**src/rtl/wb_commit_stage.sv**
```systemverilog
// Write-back stage: retires one instruction per cycle, waits for late load data,
// aligns/extends loads and drives a registered active-low register-file write.
module wb_commit_stage #(
    parameter int XLEN  = 32,
    parameter int CNT_W = 64
) (
    input  logic             clk,
    input  logic             rst,
    input  logic             in_valid,
    output logic             in_ready,
    input  logic [6:0]       opcode,
    input  logic [2:0]       funct3,
    input  logic [4:0]       rd,
    input  logic [XLEN-1:0]  c,
    input  logic [XLEN-1:0]  pc,
    input  logic [XLEN-1:0]  d,
    input  logic             d_valid,
    output logic             write_n,
    output logic [4:0]       wr_addr,
    output logic [XLEN-1:0]  data_to_reg,
    output logic [CNT_W-1:0] retired,
    output logic             busy
);

    localparam int OFF_W = $clog2(XLEN / 8);

    localparam logic [0:0] IDLE      = 1'b0;
    localparam logic [0:0] WAIT_LOAD = 1'b1;

    localparam logic [6:0] OP_LUI    = 7'b0110111;
    localparam logic [6:0] OP_AUIPC  = 7'b0010111;
    localparam logic [6:0] OP_OPIMM  = 7'b0010011;
    localparam logic [6:0] OP_OP     = 7'b0110011;
    localparam logic [6:0] OP_JAL    = 7'b1101111;
    localparam logic [6:0] OP_JALR   = 7'b1100111;
    localparam logic [6:0] OP_LOAD   = 7'b0000011;

    logic [0:0]       state;
    logic [2:0]       funct3_p0;
    logic [4:0]       rd_p0;
    logic [OFF_W-1:0] off_p0;

    logic             accept;
    logic             is_load;
    logic             cls_write;
    logic [XLEN-1:0]  wdata;
    logic             wait_we;
    logic [XLEN-1:0]  wait_data;

    // LWU and LD only exist on the 64-bit datapath.
    function automatic logic load_legal(input logic [2:0] f3);
        case (f3)
            3'b000, 3'b001, 3'b010, 3'b100, 3'b101: return 1'b1;
            3'b110, 3'b011:                         return (XLEN == 64);
            default:                                return 1'b0;
        endcase
    endfunction

    // Field is taken at the byte offset even when misaligned; bits shifted in from above read as 0.
    function automatic logic [XLEN-1:0] load_extend(input logic [XLEN-1:0]  word,
                                                    input logic [OFF_W-1:0] off,
                                                    input logic [2:0]       f3);
        logic [XLEN-1:0]    field;
        logic signed [7:0]  b;
        logic signed [15:0] h;
        logic signed [31:0] w;
        field = word >> {off, 3'b000};
        b     = field[7:0];
        h     = field[15:0];
        w     = field[31:0];
        case (f3)
            3'b000:  return XLEN'(b);
            3'b001:  return XLEN'(h);
            3'b010:  return XLEN'(w);
            3'b100:  return XLEN'(field[7:0]);
            3'b101:  return XLEN'(field[15:0]);
            3'b110:  return XLEN'(field[31:0]);
            3'b011:  return field;
            default: return '0;
        endcase
    endfunction

    assign in_ready = (state == IDLE);
    assign busy     = (state == WAIT_LOAD);
    assign accept   = in_valid && in_ready;

    always_comb begin
        is_load   = (opcode == OP_LOAD);
        cls_write = 1'b0;
        wdata     = c;
        case (opcode)
            OP_LUI, OP_AUIPC, OP_OPIMM, OP_OP: cls_write = 1'b1;
            OP_JAL, OP_JALR: begin
                cls_write = 1'b1;
                wdata     = pc + XLEN'(4);
            end
            OP_LOAD: begin
                cls_write = load_legal(funct3);
                wdata     = load_extend(d, c[OFF_W-1:0], funct3);
            end
            default: cls_write = 1'b0;
        endcase
    end

    assign wait_we   = load_legal(funct3_p0) && (rd_p0 != 5'd0);
    assign wait_data = load_extend(d, off_p0, funct3_p0);

    // Stage p0: load context held across WAIT_LOAD
    always_ff @(posedge clk) begin
        if (accept && is_load && !d_valid) begin
            funct3_p0 <= funct3;
            rd_p0     <= rd;
            off_p0    <= c[OFF_W-1:0];
        end
    end

    // Stage p1: registered write port and retire count
    always_ff @(posedge clk) begin
        if (rst) begin
            state       <= IDLE;
            write_n     <= 1'b1;
            wr_addr     <= '0;
            data_to_reg <= '0;
            retired     <= '0;
        end else begin
            write_n <= 1'b1;
            case (state)
                IDLE: begin
                    if (accept) begin
                        if (is_load && !d_valid) begin
                            state <= WAIT_LOAD;
                        end else begin
                            retired <= retired + CNT_W'(1);
                            if (cls_write && rd != 5'd0) begin
                                write_n     <= 1'b0;
                                wr_addr     <= rd;
                                data_to_reg <= wdata;
                            end
                        end
                    end
                end
                default: begin
                    if (d_valid) begin
                        state   <= IDLE;
                        retired <= retired + CNT_W'(1);
                        if (wait_we) begin
                            write_n     <= 1'b0;
                            wr_addr     <= rd_p0;
                            data_to_reg <= wait_data;
                        end
                    end
                end
            endcase
        end
    end

endmodule

```
**config.mk**
```make
export PLATFORM = sky130hd
export DESIGN_NAME = wb_commit_stage
export DESIGN_NICKNAME = d
export VERILOG_FILES = /design/src/rtl/wb_commit_stage.sv
export SDC_FILE = /design/constraint.sdc
export NUM_CORES = 1
export LEC_CHECK = 0
export CAP_MARGIN = 20
export CORE_ASPECT_RATIO = 1.1
export CORE_MARGIN = 5
export CORE_UTILIZATION = 40
export CTS_CLUSTER_DIAMETER = 30
export DETAILED_ROUTE_END_ITERATION = 6
export DONT_BUFFER_PORTS = 1
export HOLD_SLACK_MARGIN = 0.02
export SYNTH_ARGS = -nofsm -noshare
export SYNTH_HDL_FRONTEND = slang
export SYNTH_SLANG_ARGS = --single-unit
export TNS_END_PERCENT = 50
```
**constraint.sdc**
```tcl
create_clock -name clk -period 2.58 [get_ports clk]
set_input_delay 0.129 -clock clk [delete_from_list [all_inputs] [get_ports clk]]
set_output_delay 0.129 -clock clk [all_outputs]
set_load 0.02 [all_outputs]
```
# ---- Word level (Yosys, flattened, before mapping)
# Cells that the tools add are included.
dict set report classes {
  n_addsub 2
  eq_ne 22
  shift 2
  muxes 32
  n_bitwise 1
  reduce_logical 21
}
# cell n
set ops {}
lappend ops {{32-bit one-hot mux with 5 select lines} 2}
lappend ops {{64-bit 2-to-1 mux} 4}
lappend ops {{32-bit 2-to-1 mux} 6}
lappend ops {{64-bit by 1-bit adder with 64-bit output, second input constant} 1}
lappend ops {{32-bit one-hot mux with 2 select lines} 1}
lappend ops {{32-bit by 5-bit >> shifter with 32-bit output} 2}
lappend ops {{32-bit by 3-bit adder with 32-bit output, second input constant} 1}
lappend ops {{5-bit 2-to-1 mux} 6}
lappend ops {{3-bit equality test, second input constant} 6}
lappend ops {{7-bit by 5-bit equality test with 1-bit output, second input constant} 2}
lappend ops {{7-bit by 6-bit equality test with 1-bit output, second input constant} 2}
lappend ops {{7-bit equality test, second input constant} 2}
lappend ops {{3-bit by 2-bit equality test with 1-bit output, second input constant} 4}
lappend ops {{1-bit 2-to-1 mux} 12}
lappend ops {{5-bit nonzero test} 2}
lappend ops {{5-bit OR reduction} 2}
lappend ops {{7-bit by 2-bit equality test with 1-bit output, second input constant} 1}
lappend ops {{3-bit by 1-bit equality test with 1-bit output, second input constant} 2}
lappend ops {{1-bit logical AND} 6}
lappend ops {{3-bit logical NOT} 2}
lappend ops {{3-bit OR reduction} 2}
lappend ops {{6-bit OR reduction} 1}
lappend ops {{5-bit AND reduction} 1}
lappend ops {{2-bit inequality test, second input constant} 2}
lappend ops {{other kinds (7)} 8}
dict set report word_totals {
  ff_bits 113
  in_bits 115
  word_cells 88
}

# ---- Depth between registers and ports, before layout
dict set report depth {
  word_depth 9
  depth_mapped 9
  mapped_depth_nobuf 7
}

# ---- Least setup slack after synthesis
# Ideal clock, no wire load.
dict set report synth_path {
  path_type {reg-to-reg}
  startpoint {register retired[28]}
  endpoint {register retired[63]}
  setup_time_ps 71
  t_arrival_ps 2186
  required_time_ps 2509
  slack_ps 323
  path_stages_with_launch 7
  path_buffers 0
  period_less_slack_ps 2257
  cell_sequence {dfxtp_1 -> nand4_2 -> nor4_4 -> nor4b_4 -> nand4_2 -> or3_1 -> a21oi_1}
}
dict set report synth_via {
  elab_chain_cells 4
  word_cells_on_any_way 5
}
# element line
set synth_lines {}
lappend synth_lines {{from (decl)} 21} ;# output logic [CNT_W-1:0] retired,
lappend synth_lines {{from (signal assigned)} 133} ;# retired <= retired + CNT_W'(1);
lappend synth_lines {{from (signal assigned)} 145} ;# retired <= retired + CNT_W'(1);
lappend synth_lines {{64-bit by 1-bit adder with 64-bit output (*)} {133, 145}}
lappend synth_lines {{64-bit 2-to-1 mux} 130} ;# if (is_load && !d_valid) begin
lappend synth_lines {{64-bit 2-to-1 mux} 129} ;# if (accept) begin
lappend synth_lines {{64-bit 2-to-1 mux (*)} 127} ;# case (state)
# Every way passes the cells marked *; elsewhere a longest branch is shown, timed or not. The select of a mux whose other input is x is not followed.
# A chain may end at the register's enable or synchronous reset.

# ---- Worst setup path after layout
dict set report layout_path {
  startpoint {register retired[9]}
  endpoint {register retired[59]}
}
# Same word-level chain as after synthesis.

==> impl_results.md <==
- Cell Count, Final, Fillers Out: between 1,000 and 1,500
- Setup Buffers After CTS: 0
- Routed metal-1 wire length: ~10 mm
- Detail Route Antenna Nets: 0
- Post-detail-place hpwl: slightly below 20 mm
- Length of the first detailed-routing pass in iterations: 5
- Die extent in x: 140 um
- Crit start category: flip-flop
- Flop and latch count out of synthesis: 113
- Total gr overflow: 0
- Crit path kind: reg -> reg
- First-pass GRT wire length: slightly above 40 mm
- Initial core utilization: 40.7%
- Worst Skew: 0.0100 ns
- Max frequency: 455 MHz
- Vias: 7,332
- Maximum number of pins on one net before global-route repair: 100
- Number of diodes: 0
- Final standard cell area without fillers: 8900 um2
- Buffers added on ports: 0
- Number of pins exceeding their max-slew limit in the final report: 0
- Clock tree from TritonCTS: built
- Startpoint of the lowest-slack hold path: d[28]
- Bufs on Longest Clock Path: 2
- Uppermost layer routed: met4
- Arr. time, crit path: between 2 and 3 ns
- Syn Std Cell Area: ~7500 um2
- Share of flip-flops with an asynchronous set or reset: 0%
- Depth of the worst hold-timing path: 4
- Synth Area per Inst: ~8 um2
- Count of different cell masters after synthesis: 70
- Final Hold Fails: 0
- Metal3 WL: 2.62 mm
- Reg2Reg Setup Slack: around 0.38 ns
- Library cell occupying the most area in the post-synthesis netlist: dfxtp_1
- Total placed cells including tap cells: around 1,200
- Register clock-pin slew on the reported worst setup and hold paths: around 0.060 ns
- Cell chosen for the clock root: clkbuf_16
- Area after detailed placement: roughly 8100 um2
- Synthesis warning total: 0
- RR Endpoint: retired[59]
- Power per cell area: 521 nW/um2
- Total of cells resized after clock tree synthesis: 0
- Path category of the worst min-delay check: in -> reg
- Std cell rows: 52
- Most frequent cell after synthesis: nor2_1
- Endpoints failing setup: 0
- Most frequent cells after synthesis: nor2_1, dfxtp_1, nand2_1
- Number of remaining DRC errors: 0
- Critical path endpoint category: flip-flop
- CTS H-tree depth: 4
- Placeable core region: 18,400 um2
- Setup Total Neg Slack: 0 ns
- Total CTS buffers: 17
- P&R area growth vs syn: 18.8%
- Cell count after synthesis: 926
- Number of vias per cell: 5.97
- Most used flip-flop cell after synthesis: dfxtp_1
- Mean routed wirelength per cell: 21.3 um
- DIE HEIGHT: 153 um
- Aggregate routed wire length: 26.1 mm
- Worst Path Max Fanout: 6
- Hold buffer count at cts: 21
- Worst Path Required: 2.92 ns
- Weighted congestion at the end of routability-driven global placement: 0.892
- Insertion delay to the later sink of the worst-skew pair: 0.42 ns
- Endpoint of the worst hold path: data_to_reg[28]
- Transition at the pin with the smallest max-transition slack: 0.903 ns
- Ratio of cells with drive above 1 in the final layout: approximately an eighth
- Syn Nets: 1,043
- Met2 Wirelength: 12.0 mm
- Number of global-route vias before repair: ~7,100
- Number of fill cells in the layout: 1,776
- Number of enable flip-flop cells after synthesis: 10
- Drt initial violations: 422
- Sequential share of the synthesized area: 31.6%
- Worst R2R Path Depth: 6
- Main area contributors after synthesis: dfxtp_1, nor2_1, xor2_1, mux2i_1, edfxtp_1
- Initial antenna violation count: 0
- Number of top-level pins: ~220
- Worst-case hold slack: 0.0389 ns
- Flip-flop count of the largest register after layout: 64
- Outcome: finished clean
- Post-synth top area share: 27.5%
- Crit share post-route: 85.1%
- GRT Resource Usage Total: roughly a quarter
- Total power: 4.63 mW
- Sinks on the clock net: between 100 and 150
- Post-route minimum period: 2.20 ns
- Setup repair after global routing missed its margin: no
- Overall die area: 21,600 um2
- R2R Path Start: retired[9]
- Headroom to the max-slew limit: 39.7%
- Leakage power summed over all cells: 3.18 nW
- MaxCap Viol Count: 0
- Peak supply drop: approximately 480 uV
- Net total in the final layout: 1,089
==> worst max path at each step <==
stage	from	endpoint	slack [ns]	cells after the start
finish	retired[9]	retired[59]	0.38	6
global route	retired[9]	retired[63]	0.12	6
CTS	retired[9]	retired[59]	0.37	6
detailed placement	pc[2]	data_to_reg[30]	0.38	8
global placement	pc[2]	data_to_reg[30]	0.40	8
floorplan	retired[28]	retired[63]	0.32	6
==> where the power goes <==
group | total [mW] | internal, mW | switching, mW
clock network | 2.48 | 1.61 | 0.869
registers | 1.82 | 1.79 | 0.0309
logic | 0.337 | 0.168 | 0.169
total | 4.63 | 3.56 | 1.07
==> worst max-delay path: stages (launching register included) <==
cell and delay [ns]:
dfxtp_1 0.48, and2_1 0.19, nand3_1 0.22, nor4_2 0.52
nand4_2 0.22, or3_1 0.34, a21oi_1 0.15
==> area by class of cell <==
type / count / area [um2] / share of cell area [%]
clock buffers: 18 / 429 / 4.82
multi-input cells: 742 / 4840 / 54.4
inverters: 10 / 37.5 / 0.422
clock inverters: 14 / 188 / 2.11
well taps: 243 / 304 / 3.42
flip-flops and latches: 113 / 2360 / 26.6
repair buffers: 88 / 731 / 8.21
==> cells by family after synthesis <==
group                      Yosys count  synth area share [%]
muxes                               52                  7.75
AOI/OAI and AO/OA                  230                  21.4
and+or+nand+nor                    389                  26.9
DFF                                113                  31.6
xor gates and xnor gates            69                  8.07
buffers and inverters               71                  3.94
adders and majority gates            2                 0.334
==> per-stage QoR <==
step	worst slack (ns)	util, %
finish	0.383	48.3
global route	0.118	48.3
CTS	0.369	48.3
detailed placement	0.384	43.7
global placement	0.399	43.7
floorplan	0.323	-
==> layout by cell type (no fill, tap or decap), drive strengths merged, types with 5 or more instances in the layout <==
master	netlist	layout
and3	16	16
clkbuf	38	18
a21oi	55	55
xnor2	20	20
a22oi	14	14
o21ai	37	37
nand2	60	60
nor3	28	28
nor4b	5	5
xor2	49	49
and4	10	10
mux2	8	8
and2	9	9
o31a	7	7
a311oi	6	6
o2bb2ai	17	17
o211ai	5	5
inv	10	11
nor2b	8	8
o22ai	7	7
nand3	43	43
mux2i	40	40
edfxtp	10	10
or3	8	8
nand4	32	32
nor2	133	133
dlygate4sd3	0	20
clkinv	0	5
a31o	14	14
nor4	18	18
dfxtp	103	103
buf	23	68
a211oi	35	35
==> metal layers <==
metal	vias to the layer above	track usage (%)
met1	3439	27.8
met2	286	36.8
met4	0	11.3
met5	-	0
li1	3547	-
met3	60	9.41
Note: power is estimated with default switching activity, not from simulation.
